### config.mk
export PLATFORM = sky130hd
export DESIGN_NAME = fetch_unit_flat
export DESIGN_NICKNAME = d
export VERILOG_FILES = /design/src/rtl/fetch_unit_if.sv /design/src/rtl/fetch_unit.sv /design/src/flat_wrapper.sv
export SDC_FILE = /design/constraint.sdc
export NUM_CORES = 1
export LEC_CHECK = 0
export BUFFER_PORTS_ARGS = -buffer_cell sky130_fd_sc_hd__buf_2
export CAP_MARGIN = 15
export CORE_AREA = 3 3 123 125
export CTS_CLUSTER_SIZE = 30
export DETAILED_ROUTE_END_ITERATION = 10
export DIE_AREA = 0 0 126 128
export SYNTH_ARGS = -nofsm -noshare
export SYNTH_HDL_FRONTEND = slang
export SYNTH_SLANG_ARGS = --single-unit
### constraint.sdc
create_clock -name clk -period 7.65 [get_ports clk]
set_input_delay 1.53 -clock clk [delete_from_list [all_inputs] [get_ports clk]]
set_output_delay 1.53 -clock clk [all_outputs]
set_load 0.005 [all_outputs]
### src/rtl/fetch_unit_if.sv
// fetch_unit_if: instruction-memory, redirect and decode-side signals of the fetch unit.
interface fetch_unit_if #(
    parameter int ADDR_W = 16,
    parameter int INST_W = 16
);
    logic [ADDR_W-1:0] im_address;
    logic              im_req;
    logic [INST_W-1:0] im_inst;
    logic              br_taken;
    logic [ADDR_W-1:0] br_target;
    logic              if_valid;
    logic [INST_W-1:0] if_inst;
    logic [ADDR_W-1:0] if_pc;
    logic              id_ready;
    modport master (
        output im_address, im_req, if_valid, if_inst, if_pc,
        input  im_inst, br_taken, br_target, id_ready
    );
    modport slave (
        input  im_address, im_req, if_valid, if_inst, if_pc,
        output im_inst, br_taken, br_target, id_ready
    );
endinterface

### src/rtl/fetch_unit.sv
// fetch_unit: sequential instruction fetcher with a small return queue, decode handshake and branch redirect.
module fetch_unit #(
    parameter int                ADDR_W   = 16,
    parameter int                INST_W   = 16,
    parameter logic [ADDR_W-1:0] RESET_PC = '0,
    parameter int                PC_STEP  = 2,
    parameter int                DEPTH    = 2
) (
    input logic          clk,
    input logic          rst,
    fetch_unit_if.master bus
);
    localparam int PTR_W = $clog2(DEPTH);
    localparam int CNT_W = $clog2(DEPTH + 1);

    typedef enum logic [1:0] {S_RESET, S_FETCH, S_FULL} state_t;

    state_t            state, next_state;
    logic [ADDR_W-1:0] fetch_pc, inflight_pc;
    logic              inflight, issue, push, pop, has_room;
    logic [CNT_W-1:0]  count;
    logic [CNT_W:0]    occupancy;
    logic [PTR_W-1:0]  head, tail;
    logic [INST_W-1:0] inst_q [DEPTH];
    logic [ADDR_W-1:0] pc_q [DEPTH];

    // Issue credit counts the entry already in flight, so a push can never overflow the queue.
    assign pop       = bus.if_valid && bus.id_ready;
    assign push      = inflight && !bus.br_taken;
    assign occupancy = (CNT_W+1)'(count) + (CNT_W+1)'(inflight) - (CNT_W+1)'(pop);
    assign has_room  = occupancy < (CNT_W+1)'(DEPTH);

    assign bus.im_address = fetch_pc;
    assign bus.im_req     = issue;
    assign bus.if_valid   = count != '0;
    assign bus.if_inst    = bus.if_valid ? inst_q[head] : '0;
    assign bus.if_pc      = bus.if_valid ? pc_q[head] : '0;

    always_comb begin
        issue      = 1'b0;
        next_state = state;
        case (state)
            S_RESET: next_state = S_FETCH;
            S_FETCH: begin
                issue      = has_room && !bus.br_taken;
                next_state = (issue || bus.br_taken) ? S_FETCH : S_FULL;
            end
            S_FULL:  next_state = (pop || bus.br_taken) ? S_FETCH : S_FULL;
            default: next_state = S_RESET;
        endcase
    end

    always_ff @(posedge clk) begin
        if (rst) begin
            state       <= S_RESET;
            fetch_pc    <= RESET_PC;
            inflight    <= 1'b0;
            inflight_pc <= RESET_PC;
            count       <= '0;
            head        <= '0;
            tail        <= '0;
        end else begin
            state    <= next_state;
            inflight <= issue;
            if (issue)
                inflight_pc <= fetch_pc;
            if (bus.br_taken)
                fetch_pc <= bus.br_target;
            else if (issue)
                fetch_pc <= fetch_pc + ADDR_W'(PC_STEP);
            // A redirect empties the queue and drops the response arriving this edge.
            if (bus.br_taken) begin
                count <= '0;
                head  <= '0;
                tail  <= '0;
            end else begin
                if (push)
                    tail <= tail + PTR_W'(1);
                if (pop)
                    head <= head + PTR_W'(1);
                count <= count + CNT_W'(push) - CNT_W'(pop);
            end
        end
    end

    always_ff @(posedge clk) begin
        if (push) begin
            inst_q[tail] <= bus.im_inst;
            pc_q[tail]   <= inflight_pc;
        end
    end
endmodule

### src/flat_wrapper.sv
// flat-port wrapper written by rule: the top's interface ports become plain ports
module fetch_unit_flat 
#(
    parameter int                ADDR_W   = 16,
    parameter int                INST_W   = 16,
    parameter logic [ADDR_W-1:0] RESET_PC = '0,
    parameter int                PC_STEP  = 2,
    parameter int                DEPTH    = 2
)
  (clk, rst, bus_im_address, bus_im_req, bus_if_valid, bus_if_inst, bus_if_pc, bus_im_inst, bus_br_taken, bus_br_target, bus_id_ready);
  fetch_unit_if #(.ADDR_W(ADDR_W), .INST_W(INST_W)) bus_i ();
  input logic clk;
  input logic rst;
  output wire logic [$bits(bus_i.im_address)-1:0] bus_im_address;
  output wire logic [$bits(bus_i.im_req)-1:0] bus_im_req;
  output wire logic [$bits(bus_i.if_valid)-1:0] bus_if_valid;
  output wire logic [$bits(bus_i.if_inst)-1:0] bus_if_inst;
  output wire logic [$bits(bus_i.if_pc)-1:0] bus_if_pc;
  input wire logic [$bits(bus_i.im_inst)-1:0] bus_im_inst;
  input wire logic [$bits(bus_i.br_taken)-1:0] bus_br_taken;
  input wire logic [$bits(bus_i.br_target)-1:0] bus_br_target;
  input wire logic [$bits(bus_i.id_ready)-1:0] bus_id_ready;
  assign bus_im_address = bus_i.im_address;
  assign bus_im_req = bus_i.im_req;
  assign bus_if_valid = bus_i.if_valid;
  assign bus_if_inst = bus_i.if_inst;
  assign bus_if_pc = bus_i.if_pc;
  assign bus_i.im_inst = bus_im_inst;
  assign bus_i.br_taken = bus_br_taken;
  assign bus_i.br_target = bus_br_target;
  assign bus_i.id_ready = bus_id_ready;
  fetch_unit #(.ADDR_W(ADDR_W), .INST_W(INST_W), .RESET_PC(RESET_PC), .PC_STEP(PC_STEP), .DEPTH(DEPTH)) u_core (.clk(clk), .rst(rst), .bus(bus_i));
endmodule
* Yosys cells after proc, flatten, opt, wreduce, memory -nomap -nowiden *
Memories as Yosys holds them, arrays and structs flattened. A register that Yosys moved wholly into a read port is not among the register bits.
Index checks and enable logic that the tools add are counted.
W data, S select, Z words.

word-level totals
  memory bits (writable) = 64
  bits in registers = 39
  word-level logic and storage cells = 43
  memories = 2

cells by class
  equal/unequal tests = 2
  multiplexer cells = 14
  order comparisons = 1
  reduce and logical (&&, ||, !) cells = 10
  add/subtract/negate cells = 7

memory list
  memory         depth  width  read ports  clocked after memory_dff  write ports  RTL line          text
  u_core.inst_q  2      16     1           1                         1            fetch_unit.sv:24  logic [INST_W-1:0] inst_q [DEPTH];
  u_core.pc_q    2      16     1           1                         1            fetch_unit.sv:25  logic [ADDR_W-1:0] pc_q [DEPTH];

operators with widths
  cell                     count
  $mux W16                 4
  $add A16 B2 Y16 const B  1
  $mux W1                  7
  $pmux W2 S3              1
  $mux W2                  2
  $reduce_bool A2 Y1       2
  $add A2 B1 Y3            1
  $logic_and A1 B1 Y1      3
  $lt A3 B2 Y1 const B     1
  $sub A3 B1 Y3            1
  $add A1 B1 Y1 const B    2
  $add A2 B1 Y2            1
  $eq A2 B1 Y1 const B     1
  $eq A2 B2 Y1 const B     1
  $logic_not A2 Y1         1
  $logic_or A1 B1 Y1       2
  $reduce_or A2 Y1         1
  $sub A2 B1 Y2            1
  $logic_not A1 Y1         1

* Depth between registers and ports, before layout *
  depth after elaboration = 8
  gate-level depth with buffers = 11

* Least setup slack after synthesis *
No wires, ideal clock.

  kind = input -> output
  from = input port bus_id_ready
  to = output port bus_im_req
  buffers on the path = 2
  cell stages on the path = 8
  setup slack = 2.355 ns
  data arrival time = 3.765 ns
  cells stage by stage = o21ai_0 or2_2 fa_1 or3b_4 or3_1 clkbuf_1 clkinv_1 buf_2

between the ends
  word-level cells in the longest chain between the ends = 5

RTL lines
  element              RTL line            text
  from (decl)          flat_wrapper.sv:22  input wire logic [$bits(bus_i.id_ready)-1:0] bus_id_ready;
  $logic_and A1 B1 Y1  fetch_unit.sv:28    assign pop = bus.if_valid && bus.id_ready;
  $sub A3 B1 Y3        fetch_unit.sv:30    assign occupancy = (CNT_W+1)'(count) + (CNT_W+1)'(inflight) - (CNT_W+1)'(pop);
  $lt A3 B2 Y1         fetch_unit.sv:31    assign has_room = occupancy < (CNT_W+1)'(DEPTH);
  $logic_and A1 B1 Y1  fetch_unit.sv:45    issue = has_room && !bus.br_taken;
  $mux W1              fetch_unit.sv:42    case (state)
  to (decl)            flat_wrapper.sv:15  output wire logic [$bits(bus_i.im_req)-1:0] bus_im_req;

Every way passes these cells.

* Worst setup path after layout *
Same ends and word-level chain as after synthesis.

==> run summary <==
TritonCTS clock tree -> yes
Max_slew headroom -> 32.21%
Crit Path Category -> input port to output pin
CTS Buf Count -> 9
Root Driver -> clkbuf_16
Cts hold-fix bufs -> 0
Die area -> 16,130 µm²
Fin crit period -> 5.995 ns
Layout cells sized above 1 -> 24.49%
CP Cell Sequence -> buf_2, o21ai_0, or2_2, fa_1, xnor2_1, or3_1, clkinv_1, buf_2
Post-DRT Antenna Nets -> 0
Netlist cell types -> 37
Sum Neg Setup Slack -> 0 ns
Critical path arrival -> 4.47 ns
Clk_lat worst skew -> 0.34 ns
CTS resizes -> 0
Most used cell, CP -> buf_2
Pwr Total -> 1.110 mW
Mapped Area -> 4209 µm²
Final Hold Fails -> 0
Worst path required time -> 6.12 ns
# IOs -> 86
MaxCap Viol Count -> 0
CP top delay family -> buffers and inverters
RSZ-0062 raised after global routing -> no
Seq/Total Area, Yosys -> 64.68%
Worst-path maximum fanout -> 20
Post-DP HPWL -> 6.442 mm
Global-route usage over all layers -> 11.51%
Pre-antenna DRT Iters -> 4
Period utilization -> 78.37%
First-pass GRT wire length -> 14.59 mm
Hold/Removal Path Class -> flop to flop
Routed WL -> 9.170 mm
Via/cell ratio -> 4.630
Yosys reg bits -> 104
Die Wd -> 126 µm
CP max stage cell -> or3_1
Crit path buf inv count -> 3
Run status -> finished clean
Layout Nets -> 471
Synth area leaders -> edfxtp_1 (46%), dfxtp_1 (19%), mux2i_1 (8.1%), nor2_1 (4.4%), nand2_1 (3.7%)
Critical path launch point type -> input port
Core ar. -> 13,990 µm²
Worst Tran Pin Value -> 1.017 ns
Number of global-route vias before repair -> 2,787
DRC -> 0
CTS Buffer Depth -> 2
Main synth FF type -> edfxtp_1
Filler Cell Count -> 1,399
H-Tree Depth -> 3
Endpoint class of the critical path -> output pin
Vias -> 2,857
Synthesized Nets -> 393
Setup violations, final -> 0
Most common cell in the netlist -> edfxtp_1
Number of flops mapped to enable cells by yosys -> 64
Sink Count -> 104
Ant diodes -> 0
Initial Utilization -> 30.09%
PortBufs -> 85
Area grow syn2layout -> 20.90%
Initial drt markers -> 185
Rows -> 43
WL/cell -> 14.86 µm
Synth top area share -> 45.66%
Initial antenna violation count -> 0
Asr flop ratio synth -> 0%
Fin. max-slew vios -> 0
Die height -> 128 µm
PD cells -> 218.2 nW/µm²
Setup Skew -> 0.007401 ns
Total grt overflow -> 0
Synth area leader -> edfxtp_1
Commonest cells in the netlist -> edfxtp_1 (64), nor2_1 (49), nand2_1 (42)
Placer Congestion -> 0.8826
Fmax -> 166.8 MHz
Synth warnings -> 0
Mean Syn Cell Area -> 11.89 µm²
Worst path max stage delay -> 0.57 ns
Largest net degree at the start of global routing -> 40
Maximum vdd drop -> 0.0001197 V
Post-CTS setup buffer count -> 0
Clock transition at the registers of the reported paths -> 0.07 ns
Post-synthesis instance total -> 354
Leak -> 1.807 nW
-- placed cells by master, fill, tap and decap left out, types with 8 or more instances in the layout --
cell type / netlist / layout
a211oi_1: 8 / 8
a21oi_1: 17 / 17
buf_2: 2 / 85
clkbuf_16: 0 / 9
dfxtp_1: 40 / 39
edfxtp_1: 64 / 64
mux2i_1: 34 / 34
nand2_1: 42 / 42
nor2_1: 49 / 48
-- final cells by class --
cell class | count | area, µm² | share of cell area (%)
multi-input combinational | 226 | 1403 | 27.56
sequential | 104 | 2724 | 53.53
clock inverter | 7 | 56.30 | 1.106
tap | 180 | 225.2 | 4.426
clock buffer | 9 | 225.2 | 4.426
timing repair buffer | 87 | 440.4 | 8.655
inverter | 4 | 15.01 | 0.2951
-- final timing paths --
kind | startpoint | cells past startpoint | end | slack, ns
max reg2reg | u_core.count[1] | 7 | u_core.bus.im_address[11] | 3.94
max | bus_id_ready | 8 | bus_im_req | 1.65
min | u_core.inflight_pc[3] | 0 | u_core.pc_q[0][3] | 0.46
min reg2reg | u_core.inflight_pc[3] | 0 | u_core.pc_q[0][3] | 0.46
-- flip-flops by register name, indices dropped and copies added (netlist names), named ones only --
signal,count
u_core.state,2
u_core.bus.im_address,16
u_core.inflight_pc,16
u_core.head,1
u_core.inst_q,32
u_core.tail,1
u_core.pc_q,32
u_core.inflight,1
u_core.count,2
-- per-stage QoR --
| stage | utilization, % | cell area (µm²) | hold WS, ns | setup WS (ns) | std cells |
|---|---|---|---|---|---|
| 2_1_floorplan | - | 4209 | 0.4254 | 2.355 | 354 |
| 3_3_place_gp | 34.36 | 4807 | 0.4369 | 1.781 | 601 |
| 3_5_place_dp | 34.36 | 4807 | 0.4456 | 1.616 | 601 |
| 4_1_cts | 36.38 | 5089 | 0.4648 | 1.615 | 617 |
| 5_1_grt | 36.38 | 5089 | 0.4828 | 1.385 | 617 |
| 6_report | 36.38 | 5089 | 0.4576 | 1.655 | 617 |
-- worst reg2reg max path: stages (launching register included) --
cell	delay, ns
dfxtp_1	0.49
o21ai_0	0.26
or2_2	0.38
fa_1	0.52
or3b_4	0.42
or3_1	0.60
or4b_1	0.60
o311ai_0	0.31
-- per-layer routing --
metal / track usage [%] / vias up / wire, µm
li1: - / 1425 / -
met1: 14.97 / 1328 / 4174
met2: 18.65 / 96 / 4282
met3: 4.250 / 8 / 637
met4: 2.208 / 0 / 77
met5: 0 / - / 0
-- power breakdown --
group / internal (mW) / total, mW / switching [mW]
registers: 0.606 / 0.621 / 0.0149
clock network: 0.225 / 0.429 / 0.205
logic: 0.0259 / 0.0595 / 0.0336
-- kinds of logic after synthesis --
group | share of synthesized area (%)
multiplexers | 8.086
flip-flops | 64.68
AND/OR/NAND/NOR | 14.18
adder cells (fa/ha/maj) | 1.070
buffers and inverters | 2.229
XOR/XNOR | 2.913
AO/OA/AOI/OAI | 6.837
No activity file was read; power rests on OpenSTA's default activity.
